`config.mk`:
```
export PLATFORM = sky130hd
export DESIGN_NAME = enc_input_key
export DESIGN_NICKNAME = d
export VERILOG_FILES = /design/src/rtl/enc_input_key.sv
export SDC_FILE = /design/constraint.sdc
export NUM_CORES = 1
export LEC_CHECK = 0
export ABC_AREA = 0
export CORE_AREA = 2 2 39 41
export CTS_BUF_LIST = sky130_fd_sc_hd__clkbuf_4 sky130_fd_sc_hd__clkbuf_8
export CTS_CLUSTER_SIZE = 40
export DETAILED_ROUTE_END_ITERATION = 8
export DIE_AREA = 0 0 41 43
export PLACE_DENSITY = 0.59
export SKIP_LAST_GASP = 1
export SLEW_MARGIN = 15
export SYNTH_ARGS = -nofsm -noshare
export SYNTH_HDL_FRONTEND = slang
export SYNTH_SLANG_ARGS = --single-unit
```
`constraint.sdc`:
```
create_clock -name Clk -period 1.2 [get_ports Clk]
set_input_delay 0.36 -clock Clk [delete_from_list [all_inputs] [get_ports Clk]]
set_output_delay 0.36 -clock Clk [all_outputs]
set_load 0.05 [all_outputs]
```
`src/rtl/enc_input_key.sv`:
```
// enc_input_key
// Transmit side of the InputKey/ValidCmd unlock interface. A single accepted
// Start request produces the 5-frame key sequence that unlocks the key decoder
// and selects its Mode. Frames 0..3 carry {0, UNLOCK}; frame 4 carries
// {mode, UNLOCK}, where mode is ModeIn captured when Start was accepted.
// Frames are separated by GAP_CYCLES idle cycles.
//
// Ports:
//   Clk      in   1  system clock, rising edge
//   Reset    in   1  asynchronous reset, active low
//   Start    in   1  request one sequence (only looked at in IDLE)
//   ModeIn   in   1  mode to deliver, captured when Start is accepted
//   Abort    in   1  synchronous cancel of the sequence in progress
//   InputKey out  5  key frame to the decoder
//   ValidCmd out  1  frame qualifier, one cycle high per frame
//   Busy     out  1  high while a sequence is in progress
//   Done     out  1  one-cycle pulse when a sequence completes normally
module enc_input_key #(
  parameter logic [3:0] UNLOCK     = 4'b0101,
  parameter int         GAP_CYCLES = 0
) (
  input  logic       Clk,
  input  logic       Reset,
  input  logic       Start,
  input  logic       ModeIn,
  input  logic       Abort,
  output logic [4:0] InputKey,
  output logic       ValidCmd,
  output logic       Busy,
  output logic       Done
);

  typedef enum logic [1:0] {
    IDLE,
    SEND,
    GAP
  } state_t;

  localparam logic [7:0] GAP_LOAD = 8'(GAP_CYCLES);

  state_t     state, state_nxt;
  logic [2:0] frame, frame_nxt;
  logic [7:0] gap_cnt, gap_nxt;
  logic       mode, mode_nxt;

  logic [4:0] key_nxt;
  logic       valid_nxt;
  logic       busy_nxt;
  logic       done_nxt;

  logic [2:0] frame_inc;
  logic [4:0] key_inc;

  // Key for the frame after the current one; bit4 carries the latched mode
  // only on the last frame.
  assign frame_inc = frame + 3'd1;
  assign key_inc   = {(frame_inc == 3'd4) ? mode : 1'b0, UNLOCK};

  // Next-state and next-output decode. The outputs are computed for the state
  // being entered and then registered, so no input reaches an output without
  // passing through a flop.
  always_comb begin
    state_nxt = state;
    frame_nxt = frame;
    gap_nxt   = gap_cnt;
    mode_nxt  = mode;
    key_nxt   = 5'b00000;
    valid_nxt = 1'b0;
    busy_nxt  = 1'b0;
    done_nxt  = 1'b0;

    unique case (state)
      IDLE: begin
        if (Start) begin
          mode_nxt  = ModeIn;
          frame_nxt = 3'd0;
          state_nxt = SEND;
          key_nxt   = {1'b0, UNLOCK};
          valid_nxt = 1'b1;
          busy_nxt  = 1'b1;
        end
      end

      SEND: begin
        if (Abort) begin
          state_nxt = IDLE;
          frame_nxt = 3'd0;
        end else if (frame == 3'd4) begin
          state_nxt = IDLE;
          frame_nxt = 3'd0;
          done_nxt  = 1'b1;
        end else if (GAP_CYCLES > 0) begin
          state_nxt = GAP;
          gap_nxt   = GAP_LOAD;
          busy_nxt  = 1'b1;
        end else begin
          frame_nxt = frame_inc;
          key_nxt   = key_inc;
          valid_nxt = 1'b1;
          busy_nxt  = 1'b1;
        end
      end

      GAP: begin
        if (Abort) begin
          state_nxt = IDLE;
          frame_nxt = 3'd0;
          gap_nxt   = 8'd0;
        end else if (gap_cnt <= 8'd1) begin
          // Leaving at count 1 means the counter never decrements past zero.
          state_nxt = SEND;
          frame_nxt = frame_inc;
          gap_nxt   = 8'd0;
          key_nxt   = key_inc;
          valid_nxt = 1'b1;
          busy_nxt  = 1'b1;
        end else begin
          gap_nxt  = gap_cnt - 8'd1;
          busy_nxt = 1'b1;
        end
      end

      default: begin
        state_nxt = IDLE;
        frame_nxt = 3'd0;
        gap_nxt   = 8'd0;
      end
    endcase
  end

  // State, counters, latched mode and all outputs. The asynchronous reset
  // clears the outputs immediately and abandons any sequence without a Done.
  always_ff @(posedge Clk or negedge Reset) begin
    if (!Reset) begin
      state    <= IDLE;
      frame    <= 3'd0;
      gap_cnt  <= 8'd0;
      mode     <= 1'b0;
      InputKey <= 5'b00000;
      ValidCmd <= 1'b0;
      Busy     <= 1'b0;
      Done     <= 1'b0;
    end else begin
      state    <= state_nxt;
      frame    <= frame_nxt;
      gap_cnt  <= gap_nxt;
      mode     <= mode_nxt;
      InputKey <= key_nxt;
      ValidCmd <= valid_nxt;
      Busy     <= busy_nxt;
      Done     <= done_nxt;
    end
  end

endmodule

```
==> out/qor_table.md <==
| Item | Reported |
|---|---|
| Run status | finished, violations left |
| Violations in the final reports | negative setup slack |
| Detailed-route wire length | 788 µm |
| Critical Path Start | InputKey[2]$_DFF_PN0_ |
| Average wire length per cell after detail routing | 12.12 µm |
| Postcts setup bufs | 0 |
| Cell type group with the largest total delay on the critical path | flip-flops |
| Number of primary I/O pins | 13 |
| Antenna diode count | 0 |
| HPWL after DPL | 601.5 µm |
| CTS Root Cell | clkbuf_4 |
| Most common library cell in the layout ignoring fill and taps | dfrtp_1 |
| Die Span Y | 43 µm |
| Nets@finish | 58 |
| Via count of the first global-routing pass | 268 |
| Critical path startpoint category | flop |
| Number of I/O port buffers | 10 |
| Total of flip-flops plus latches after synthesis | 8 |
| Share of synthesized flip-flops with an asynchronous set or reset | 100.0% |
| Top fanout value on the critical path | 4 |
| Total track usage | 11.52% |
| Hold Worst Slack | 0.3645 ns |
| Via Count | 290 |
| WP data required | 0.84 ns |
| Crit share post-route | 107.9% |
| Share of cells above drive strength 1 | 42.86% |
| Clock slew seen by the registers of the worst setup and hold paths | 0.06 ns |
| Cell area after technology mapping | 417.9 µm² |
| Maximum Capacitance Violations | 0 |
| Synth Flop Type | dfrtp_1 |
| Largest net degree at the start of global routing | 9 |
| Avg Synthesized Cell Area | 11.29 µm² |
| Warnings from Yosys | 0 |
| Clock buffer depth | 2 |
| Number of max-slew violations in the final report | 0 |
| Shortest clock period the worst path allows after layout | 1.295 ns |
| TritonCTS Buffers | 3 |
| CTS sink cnt | 8 |
| Worst path buffer plus inverter count | 1 |
| Number of antenna violations at the first check in global routing | 0 |
| Number of cell instances on the worst register-to-register path | 4 |
| Clock tree from TritonCTS | done |
| Cell Pwr Density | 1429 nW/µm² |
| Unique masters post-synth | 17 |
| Slowest cell delay on critical path | 0.49 ns |
| Last weighted congestion value of the routability-driven placer | 0.7226 |
| Total number of placement rows | 14 |
| Sequential area share after synthesis | 47.90% |
| Count of nets left with antenna violations after detail routing | 0 |
| Total Die Area | 1763 µm² |
| Slowest cell on crit path | dfrtp_2 |
| Post-cts hold buffer count | 0 |
| Starting density of the core | 30.20% |
| Cell leakage power | 0.3033 nW |
| DP Worst Slack | -0.2797 ns |
| Setup TNS | -0.3758 ns |
| Final setup viols | 4 |
| Die extent in x | 41 µm |
| Number of enable flip-flop cells after synthesis | 0 |
| Clock insertion delay at the later pin of the skew report | 0.27 ns |
| Area added between synthesis and finish | 52.10% |
| Count of TritonRoute iterations in the first routing pass | 3 |
| CP Capture Type | output pin |
| Class of the worst hold path | in -> async |
| H-tree lvl count | 1 |
| Instance count on the critical path | 1 |
| Critical path type | reg -> out |
| Vias/cell | 4.462 |
| Residual DRC count | 0 |
| Clock skew after layout | 0.01280 ns |
| Leftover overflow at the end of global routing | 0 |
| Commonest cells after routing, fill and taps aside | 7 x dfrtp_1, 6 x buf_12, 4 x inv_1, 4 x clkbuf_4, 3 x clkdlybuf4s50_1 |
| Endpoints failing hold | 0 |
| Final worst setup slack | -0.09468 ns |
| VDD IR max | 0.0005407 V |
| FF-to-FF Start | frame[0]$_DFFE_PN0P_ |
| Max Freq | 0.7724 GHz |
| Arrival @ worst endpoint | 0.93 ns |
| Unrepaired setup endpoints after global routing | yes |
| Drt first-iter violations | 3 |
| Ordered list of cells on the worst path | buf_12 |
| Number of standard cells after synthesis | 37 |
| Global-route wire length before repair | 1186 µm |
| Core footprint | 1384 µm² |
-- report_power, final --
part	switching [W]	total, W	leakage, nW	internal [W]
registers	0.0000424	0.000344	0.103	0.000301
logic	0.000151	0.000307	0.182	0.000157
clock network	0.000107	0.000257	0.0184	0.000151
total	0.000300	0.000908	0.303	0.000609
-- logic make-up after synthesis --
group,count (synthesis),synth area share (%)
flip-flops,8,47.90
multiplexers,1,3.592
AO/OA/AOI/OAI,5,10.78
buffers and inverters,9,12.57
AND/OR/NAND/NOR,10,15.27
adder cells (fa/ha/maj),3,8.983
other,1,0.8973
-- layer usage --
| metal | up-vias | track usage, % | routed length [µm] |
|---|---|---|---|
| met5 | - | 0 | 0 |
| met4 | 0 | 12.00 | 41 |
| met3 | 5 | 4.712 | 52 |
| met2 | 10 | 15.94 | 394 |
| met1 | 137 | 11.80 | 299 |
| li1 | 138 | - | - |
-- synth_stat cells, types with 2 or more instances --
master   instances  area [µm²]
dfrtp_1          8       200.2
buf_4            5       37.54
inv_1            4       15.01
ha_1             3       37.54
a21o_2           2       17.52
a32o_1           2       20.02
nand2_1          2       7.510
nor2_1           2       7.510
-- path summary, 6_finish.rpt --
path	endpoint	slack, ns
max	Busy	-0.09
min	Done$_DFF_PN0_	0.36
max reg2reg	frame[2]$_DFFE_PN0P_	0.01
min reg2reg	frame[1]$_DFFE_PN0P_	0.54
max in group asynchronous	InputKey[2]$_DFF_PN0_	0.55
min in group Clk	frame[0]$_DFFE_PN0P_	0.44
-- timing repair --
item                                    in CTS  in global routing
endpoints found under the setup margin       6                  8
pin swaps                                    1                  2
gates resized for setup                      2                  3
-- sequential cells by signal, summed over array words and instances (netlist names) --
register and count:
mode 1, frame 3, InputKey 2, Done 1, state 1
-- metrics by stage --
step / area (µm²) / std cells / total power (W) / utilization (%)
floorplan: 422.9 / 38 / 0.0005210 / -
global placement: 580.6 / 61 / 0.0006428 / 41.95
detailed placement: 580.6 / 61 / 0.0006495 / 41.95
CTS: 618.1 / 65 / 0.0009220 / 44.67
global route: 635.6 / 65 / 0.0009555 / 45.93
finish: 635.6 / 65 / 0.0009082 / 45.93
-- area by class of cell --
cell class	count	area [µm²]
Timing Repair Buffer	12	177.7
Sequential cell	8	201.4
Inverter	4	15.01
Clock buffer	4	30.03
Multi-Input combinational cell	21	191.4
Fill cell	126	748.2
Tap cell	16	20.02
(Power assumes the default switching activity.)
